`config.mk`:
```
export PLATFORM = sky130hd
export DESIGN_NAME = store_buffer_flat
export DESIGN_NICKNAME = d
export VERILOG_FILES = /design/src/rtl/store_buffer_if.sv /design/src/rtl/store_buffer.sv /design/src/flat_wrapper.sv
export SDC_FILE = /design/constraint.sdc
export NUM_CORES = 1
export LEC_CHECK = 0
export ABC_AREA = 1
export BUFFER_PORTS_ARGS = -buffer_cell sky130_fd_sc_hd__buf_2
export CAP_MARGIN = 20
export CORE_MARGIN = 1
export CORE_UTILIZATION = 35
export CTS_CLUSTER_DIAMETER = 60
export DETAILED_ROUTE_END_ITERATION = 6
export GPL_TIMING_DRIVEN = 0
export HOLD_SLACK_MARGIN = 0.08
export PLACE_DENSITY_LB_ADDON = 0.12
export SLEW_MARGIN = 20
export SYNTH_ARGS = -nofsm -noshare
export SYNTH_HDL_FRONTEND = slang
export SYNTH_SLANG_ARGS = --single-unit
```
`constraint.sdc`:
```
create_clock -name clk -period 2.2 [get_ports clk]
set_clock_uncertainty 0.1 [all_clocks]
set_input_delay 0.11 -clock clk [delete_from_list [all_inputs] [get_ports clk]]
set_output_delay 0.11 -clock clk [all_outputs]
set_load 0.005 [all_outputs]
```
`src/rtl/store_buffer_if.sv`:
```
// MEM-stage request bus of the store buffer.
//   req_valid/req_we/req_addr/req_sel/req_wdata : access issued by MEM
//   req_ready : access accepted this cycle (0 = MEM holds the request)
//   rdata_o   : combinational load data, valid with an accepted load
// Modports: master = MEM stage, slave = store buffer.
interface store_buffer_if #(
  parameter int ADDR_W = 32,
  parameter int DATA_W = 32
);
  logic              req_valid;
  logic              req_we;
  logic [ADDR_W-1:0] req_addr;
  logic [3:0]        req_sel;
  logic [DATA_W-1:0] req_wdata;
  logic              req_ready;
  logic [DATA_W-1:0] rdata_o;

  modport master (
    output req_valid, req_we, req_addr, req_sel, req_wdata,
    input  req_ready, rdata_o
  );

  modport slave (
    input  req_valid, req_we, req_addr, req_sel, req_wdata,
    output req_ready, rdata_o
  );
endinterface

```
`src/rtl/store_buffer.sv`:
```
// Posted-write buffer between MEM and the data RAM.
// Stores are queued and retire to the RAM in cycles where MEM has no accepted
// access; loads use the RAM immediately and are byte-merged with pending
// stores so MEM always observes program-order data.
// Ports:
//   clk, rst    : clock, asynchronous active-low reset
//   mem         : MEM request bus (slave side)
//   fence_i     : hold new accesses until the buffer has drained
//   empty_o     : no pending stores
//   ram_*       : data RAM port (combinational read via ram_rdata)
module store_buffer #(
  parameter int DEPTH  = 4,
  parameter int ADDR_W = 32,
  parameter int DATA_W = 32
) (
  input  logic              clk,
  input  logic              rst,
  store_buffer_if.slave     mem,
  input  logic              fence_i,
  output logic              empty_o,
  output logic              ram_ce,
  output logic              ram_we,
  output logic [ADDR_W-1:0] ram_addr,
  output logic [3:0]        ram_sel,
  output logic [DATA_W-1:0] ram_wdata,
  input  logic [DATA_W-1:0] ram_rdata
);

  localparam int PW   = $clog2(DEPTH);
  localparam int CW   = PW + 1;
  localparam int WA_W = ADDR_W - 2;

  // Entry validity is implied by count_q and the pointers.
  logic [WA_W-1:0]   ent_addr_q [DEPTH];
  logic [3:0]        ent_sel_q  [DEPTH];
  logic [DATA_W-1:0] ent_data_q [DEPTH];

  logic [PW-1:0] wr_ptr_q, wr_ptr_d;
  logic [PW-1:0] rd_ptr_q, rd_ptr_d;
  logic [CW-1:0] count_q, count_d;

  logic empty, full, fence_blocking, ready;
  logic access_acc, load_acc, store_acc, drain;
  logic [DATA_W-1:0] fwd_data;

  assign empty          = (count_q == '0);
  assign full           = (count_q == CW'(DEPTH));
  assign fence_blocking = fence_i & ~empty;

  // Gated by rst so every output is quiet while reset is asserted.
  assign ready      = rst & ~fence_blocking & ~(mem.req_we & full);
  assign access_acc = mem.req_valid & ready;
  assign load_acc   = access_acc & ~mem.req_we;
  assign store_acc  = access_acc & mem.req_we;
  // Retire the head whenever MEM is idle or stalled this cycle.
  assign drain      = rst & ~empty & ~access_acc;

  assign mem.req_ready = ready;
  assign empty_o       = empty;

  // RAM port arbitration: accepted load, else drain, else idle.
  always_comb begin
    ram_ce    = 1'b0;
    ram_we    = 1'b0;
    ram_addr  = '0;
    ram_sel   = '0;
    ram_wdata = '0;
    if (load_acc) begin
      ram_ce   = 1'b1;
      ram_addr = mem.req_addr;
      ram_sel  = 4'hF;
    end else if (drain) begin
      ram_ce    = 1'b1;
      ram_we    = 1'b1;
      ram_addr  = {ent_addr_q[rd_ptr_q], 2'b00};
      ram_sel   = ent_sel_q[rd_ptr_q];
      ram_wdata = ent_data_q[rd_ptr_q];
    end
  end

  // Walk from oldest to youngest so later matches override earlier ones.
  always_comb begin
    logic [PW-1:0] idx;
    fwd_data = ram_rdata;
    idx      = '0;
    for (int unsigned i = 0; i < DEPTH; i++) begin
      idx = rd_ptr_q + PW'(i);
      if ((CW'(i) < count_q) && (ent_addr_q[idx] == mem.req_addr[ADDR_W-1:2])) begin
        for (int unsigned b = 0; b < 4; b++) begin
          if (ent_sel_q[idx][b]) begin
            fwd_data[8*b +: 8] = ent_data_q[idx][8*b +: 8];
          end
        end
      end
    end
  end

  assign mem.rdata_o = load_acc ? fwd_data : '0;

  always_comb begin
    wr_ptr_d = store_acc ? wr_ptr_q + PW'(1) : wr_ptr_q;
    rd_ptr_d = drain ? rd_ptr_q + PW'(1) : rd_ptr_q;
    count_d  = count_q;
    if (store_acc && !drain) begin
      count_d = count_q + CW'(1);
    end else if (!store_acc && drain) begin
      count_d = count_q - CW'(1);
    end
  end

  always_ff @(posedge clk or negedge rst) begin
    if (!rst) begin
      wr_ptr_q <= '0;
      rd_ptr_q <= '0;
      count_q  <= '0;
      for (int unsigned i = 0; i < DEPTH; i++) begin
        ent_addr_q[i] <= '0;
        ent_sel_q[i]  <= '0;
        ent_data_q[i] <= '0;
      end
    end else begin
      if (store_acc) begin
        ent_addr_q[wr_ptr_q] <= mem.req_addr[ADDR_W-1:2];
        ent_sel_q[wr_ptr_q]  <= mem.req_sel;
        ent_data_q[wr_ptr_q] <= mem.req_wdata;
      end
      wr_ptr_q <= wr_ptr_d;
      rd_ptr_q <= rd_ptr_d;
      count_q  <= count_d;
    end
  end

endmodule
```
`src/flat_wrapper.sv`:
```
// flat-port wrapper written by rule: the top's interface ports become plain ports
module store_buffer_flat 
#(
  parameter int DEPTH  = 4,
  parameter int ADDR_W = 32,
  parameter int DATA_W = 32
)
  (clk, rst, fence_i, empty_o, ram_ce, ram_we, ram_addr, ram_sel, ram_wdata, ram_rdata, mem_req_valid, mem_req_we, mem_req_addr, mem_req_sel, mem_req_wdata, mem_req_ready, mem_rdata_o);
  store_buffer_if #(.ADDR_W(ADDR_W), .DATA_W(DATA_W)) mem_i ();
  input  logic clk;
  input  logic rst;
  input  logic fence_i;
  output logic empty_o;
  output logic ram_ce;
  output logic ram_we;
  output logic [ADDR_W-1:0] ram_addr;
  output logic [3:0] ram_sel;
  output logic [DATA_W-1:0] ram_wdata;
  input  logic [DATA_W-1:0] ram_rdata;
  input wire logic [$bits(mem_i.req_valid)-1:0] mem_req_valid;
  input wire logic [$bits(mem_i.req_we)-1:0] mem_req_we;
  input wire logic [$bits(mem_i.req_addr)-1:0] mem_req_addr;
  input wire logic [$bits(mem_i.req_sel)-1:0] mem_req_sel;
  input wire logic [$bits(mem_i.req_wdata)-1:0] mem_req_wdata;
  output wire logic [$bits(mem_i.req_ready)-1:0] mem_req_ready;
  output wire logic [$bits(mem_i.rdata_o)-1:0] mem_rdata_o;
  assign mem_i.req_valid = mem_req_valid;
  assign mem_i.req_we = mem_req_we;
  assign mem_i.req_addr = mem_req_addr;
  assign mem_i.req_sel = mem_req_sel;
  assign mem_i.req_wdata = mem_req_wdata;
  assign mem_req_ready = mem_i.req_ready;
  assign mem_rdata_o = mem_i.rdata_o;
  store_buffer #(.DEPTH(DEPTH), .ADDR_W(ADDR_W), .DATA_W(DATA_W)) u_core (.clk(clk), .rst(rst), .mem(mem_i), .fence_i(fence_i), .empty_o(empty_o), .ram_ce(ram_ce), .ram_we(ram_we), .ram_addr(ram_addr), .ram_sel(ram_sel), .ram_wdata(ram_wdata), .ram_rdata(ram_rdata));
endmodule
```
==> flow_results.org <==
** Route
- The first detailed-routing pass ran for 7 iterations.
- Dividing the detail-routed wire length by the instance count gives 24.1 um.
- In this run, the number of DRC markers left after iteration 0 of detailed routing was 3468.
- Post-detailed-route via-to-cell ratio :: 5.63
- Post-route DRC :: 4
- Once detail routing completed, the nets flagged for antenna violations numbered 0.
- Routed Wire Length :: 117 mm
- Summing over every cut layer, the via total after detailed routing is 27400.

** Hold path
- Classification of the worst-slack hold path :: input port to asynchronous set/reset pin

** Logic synthesis
- Syn nets :: 3805
- Post-synthesis instance area :: 0.0216 sq mm
- Counting flops and latches in the post-synthesis netlist gives 271.
- Yosys printed 0 warnings.
- The most used flip-flop cell after synthesis is dfrtp_1.
- Post-synthesis instance total :: 3692
- Number of enable flip-flop cells after synthesis :: 0
- The share of the Yosys chip area taken by registers is 0.314.
- Share of async-settable or async-resettable flops after synthesis :: 1.00
- The netlist uses 40 different library cells.
- Synthesized area divided by synthesized cell count :: 5.86 sq um

** Placement
- Weighted congestion at the end of routability-driven global placement :: 1.03
- The HPWL after detailed placement is 84.5 mm.
- Input and output buffers added on the ports amount to 207.

** Layout
- Sequential cell area :: 0.00678 sq mm
- The area growth from synthesis to layout is 30.7%.
- Of the cells placed in the final design, the portion with a size suffix greater than 1 is 0.166.
- Footprint of the multi-input gates :: 0.0135 sq mm
- Core occupancy in the finished layout :: 0.466
- Counting the fill cells in the layout gives 6596.
- In the final design database the tool counted 4170 nets.

** STA
- Setup repair after global routing could not meet its margin everywhere.
- Final number of max-transition violations :: 0
- Maximum operating frequency :: 0.255 GHz
- For the finished layout, the period the worst path requires is 3.93 ns.
- Setup violations remaining at the end of the flow were counted as 367.
- Hold slack final :: -0.0969 ns
- The number of hold-slack violations in the final timing report was 142.
- Fin crit share :: 1.79
- Worst-case setup margin in the final layout :: -1.73 ns
- Worst slew pin tran :: 0.986 ns
- In this run the tightest slew margin relative to its limit is 0.339.

** Die
- Die boundary height :: 251 um
- The initial utilization of the core area, before any placement, comes to 0.356.
- The die covers 0.0628 sq mm.
- Std-Cell Rows :: 90
- The floorplan step set the die width to 251 um.
- The core region is 0.0607 sq mm.
- 209 I/O pins were placed.

** Global route
- Across every metal layer, demand over resource in global routing totals 0.364.
- GRT Residual Overflow :: 0
- First-pass GRT wire length :: 168 mm
- The initial antenna violation count is 3.
- Number of global-route vias before repair :: 24500
- Maximum number of pins on one net before global-route repair :: 92

** CTS
- The root buffer cell chosen for the clock tree is clkbuf_16.
- Counting the buffers created by CTS gives 38.
- Clock tree from TritonCTS :: yes
- Clock latency on the worst-skew pair :: 0.58 ns
- Clock Pin Slew Worst Setup and Hold Paths :: 0.05 ns
- The clock passes through at most 3 buffers.
- CTS built an H-tree with a depth of 2.
- Clock tree synthesis found a total of 271 sinks.

** Worst setup path
- Reg2Reg Setup Slack :: -0.78 ns
- Launching point of the worst reg2reg path :: u_core.count_q[1]
- WS Path Type :: flip-flop to output port
- R2R Path End :: u_core.ent_addr_q[35]
- Startpoint class of the critical path :: flip-flop
- At the worst endpoint, the required time is 1.99 ns.
- Crit-path max FO :: 10
- The worst setup path is captured at an output port.
- Data arrives at the worst endpoint at 3.72 ns.
- For the worst flop-to-flop path, the logic depth is 12.

** Power and ir drop
- Max IR drop VDD :: 0.732 mV
- Leakage dissipation :: 14.4 nW
- P per Cell Area :: 1600 mW/mm^2

** Flow run
- Number of max-cap violations :: 0

** Status
- The checks that failed: DRC, hold timing, setup timing.
- The run finished, with violations left.
## area by class of cell
type                            instances  area share
Clock buffer                           51      0.0365
Buffer                                213      0.0688
Timing Repair Buffer                  327      0.0915
Clock inverter                         16     0.00708
Tap cell                              782      0.0346
Multi-Input combinational cell       2874       0.477
Inverter                              332      0.0448
Sequential cell                       271       0.240
Antenna cell                            1   0.0000885
## placed cells by master, fill, tap and decap left out, drive strengths merged, types with 2 or more instances in the layout
cell / instances
a21oi: 39
buf: 368
bufinv: 3
clkbuf: 154
clkinv: 11
clkinvlp: 2
dfrtp: 271
dlygate4sd3: 67
ha: 8
inv: 332
mux2i: 2
nand2: 1571
nand3: 366
nand3b: 2
nand4: 30
nor2: 188
nor3: 6
o211ai: 22
o21ai: 584
o22ai: 30
or2: 7
xor2: 13
## kinds of logic (layout without fill, tap and decap cells)
| kind of cell | count (synthesis) | after routing | synth area share |
|---|---|---|---|
| multiplexers | 2 | 2 | 0.000926 |
| flip-flops | 271 | 271 | 0.314 |
| buffers and inverters | 547 | 939 | 0.105 |
| AO/OA/AOI/OAI | 679 | 679 | 0.163 |
| XOR/XNOR | 13 | 13 | 0.00526 |
| adder cells (fa/ha/maj) | 8 | 8 | 0.00463 |
| AND/OR/NAND/NOR | 2172 | 2172 | 0.408 |
| other | 0 | 1 | 0 |
## power by group
part / total (mW) / switching (mW) / leakage, nW / internal, mW
combinational: 30.3 / 20.8 / 10.3 / 9.43
sequential: 8.82 / 1.75 / 3.51 / 7.07
clock: 6.24 / 2.56 / 0.597 / 3.69
total: 45.3 / 25.2 / 14.4 / 20.2
## routing by layer
layer	global-route usage	share of wire	vias to the layer above	routed length, um
li1	-	-	12600	-
met1	0.535	0.44	13100	52200
met2	0.518	0.41	1541	47800
met3	0.0832	0.11	239	13200
met4	0.120	0.036	6	4210
met5	0.00695	0.0013	-	151
## stage by stage
| stage | setup TNS (ns) | worst slack (ns) | std cells | cell area (sq um) | total power [mW] |
|---|---|---|---|---|---|
| 6_report | -232.73 | -1.73 | 4867 | 28300 | 45.3 |
| 3_3_place_gp | -3287.37 | -5.85 | 4681 | 23900 | 34.5 |
| 3_5_place_dp | -617.30 | -2.68 | 4684 | 24000 | 34.6 |
| 4_1_cts | -342.33 | -1.64 | 4844 | 27400 | 43.0 |
| 2_1_floorplan | -5.46 | -0.174 | 3692 | 21900 | 24.6 |
| 5_1_grt | -283.80 | -1.81 | 4866 | 28300 | 47.9 |
## flip-flops by register name (all words and copies together), names as in the netlist
name and count:
u_core.ent_sel_q 16, u_core.wr_ptr_q 2, u_core.rd_ptr_q 2, u_core.ent_addr_q 120, u_core.ent_data_q 128, u_core.count_q 3
## Yosys cell counts (13+ instances only)
| cell | count | share of area |
|---|---|---|
| a21oi_1 | 39 | 0.0090 |
| buf_2 | 71 | 0.016 |
| buf_4 | 14 | 0.0049 |
| clkbuf_1 | 108 | 0.019 |
| dfrtp_1 | 271 | 0.31 |
| inv_1 | 324 | 0.056 |
| nand2_1 | 1569 | 0.27 |
| nand3_1 | 361 | 0.084 |
| nand4_1 | 30 | 0.0087 |
| nor2_1 | 183 | 0.032 |
| o211ai_1 | 20 | 0.0069 |
| o21ai_0 | 558 | 0.13 |
| o21ai_1 | 25 | 0.0058 |
| o22ai_1 | 30 | 0.0087 |
| xor2_1 | 13 | 0.0053 |
## worst max-delay path by stage
stage / startpoint / to / slack, ns / cells after the start
6_report: u_core.rd_ptr_q[0] / mem_rdata_o[29] / -1.73 / 17
2_1_floorplan: u_core.rd_ptr_q[0] / mem_rdata_o[1] / -0.17 / 21
3_3_place_gp: rst / ram_wdata[7] / -5.85 / 8
3_5_place_dp: u_core.rd_ptr_q[1] / mem_rdata_o[29] / -2.68 / 17
5_1_grt: u_core.rd_ptr_q[0] / mem_rdata_o[19] / -1.81 / 22
4_1_cts: u_core.rd_ptr_q[1] / mem_rdata_o[29] / -1.64 / 22
## what timing repair did
item / 4_1_cts / 5_1_grt
setup buffers: 22 / 12
gates resized for setup: 331 / 159
pin swaps: 30 / 33
setup endpoints to repair: 372 / 372
cloned: 3 / 6
endpoints found under the hold margin: 451 / 102
hold buffers: 70 / 4
## critical path, cell delays in order (launching register included)
cell	delay, ns
dfrtp_2	0.44
buf_6	0.20
buf_8	0.20
buf_12	0.21
buf_4	0.20
buf_4	0.22
buf_4	0.25
o21ai_0	0.15
nand2_1	0.07
o21ai_0	0.20
nand2_1	0.13
o21ai_0	0.09
nand3_1	0.11
nand3_2	0.10
nand2_1	0.08
nand2_1	0.06
a21oi_2	0.22
buf_2	0.16
Note: power is estimated with default switching activity, not from simulation.
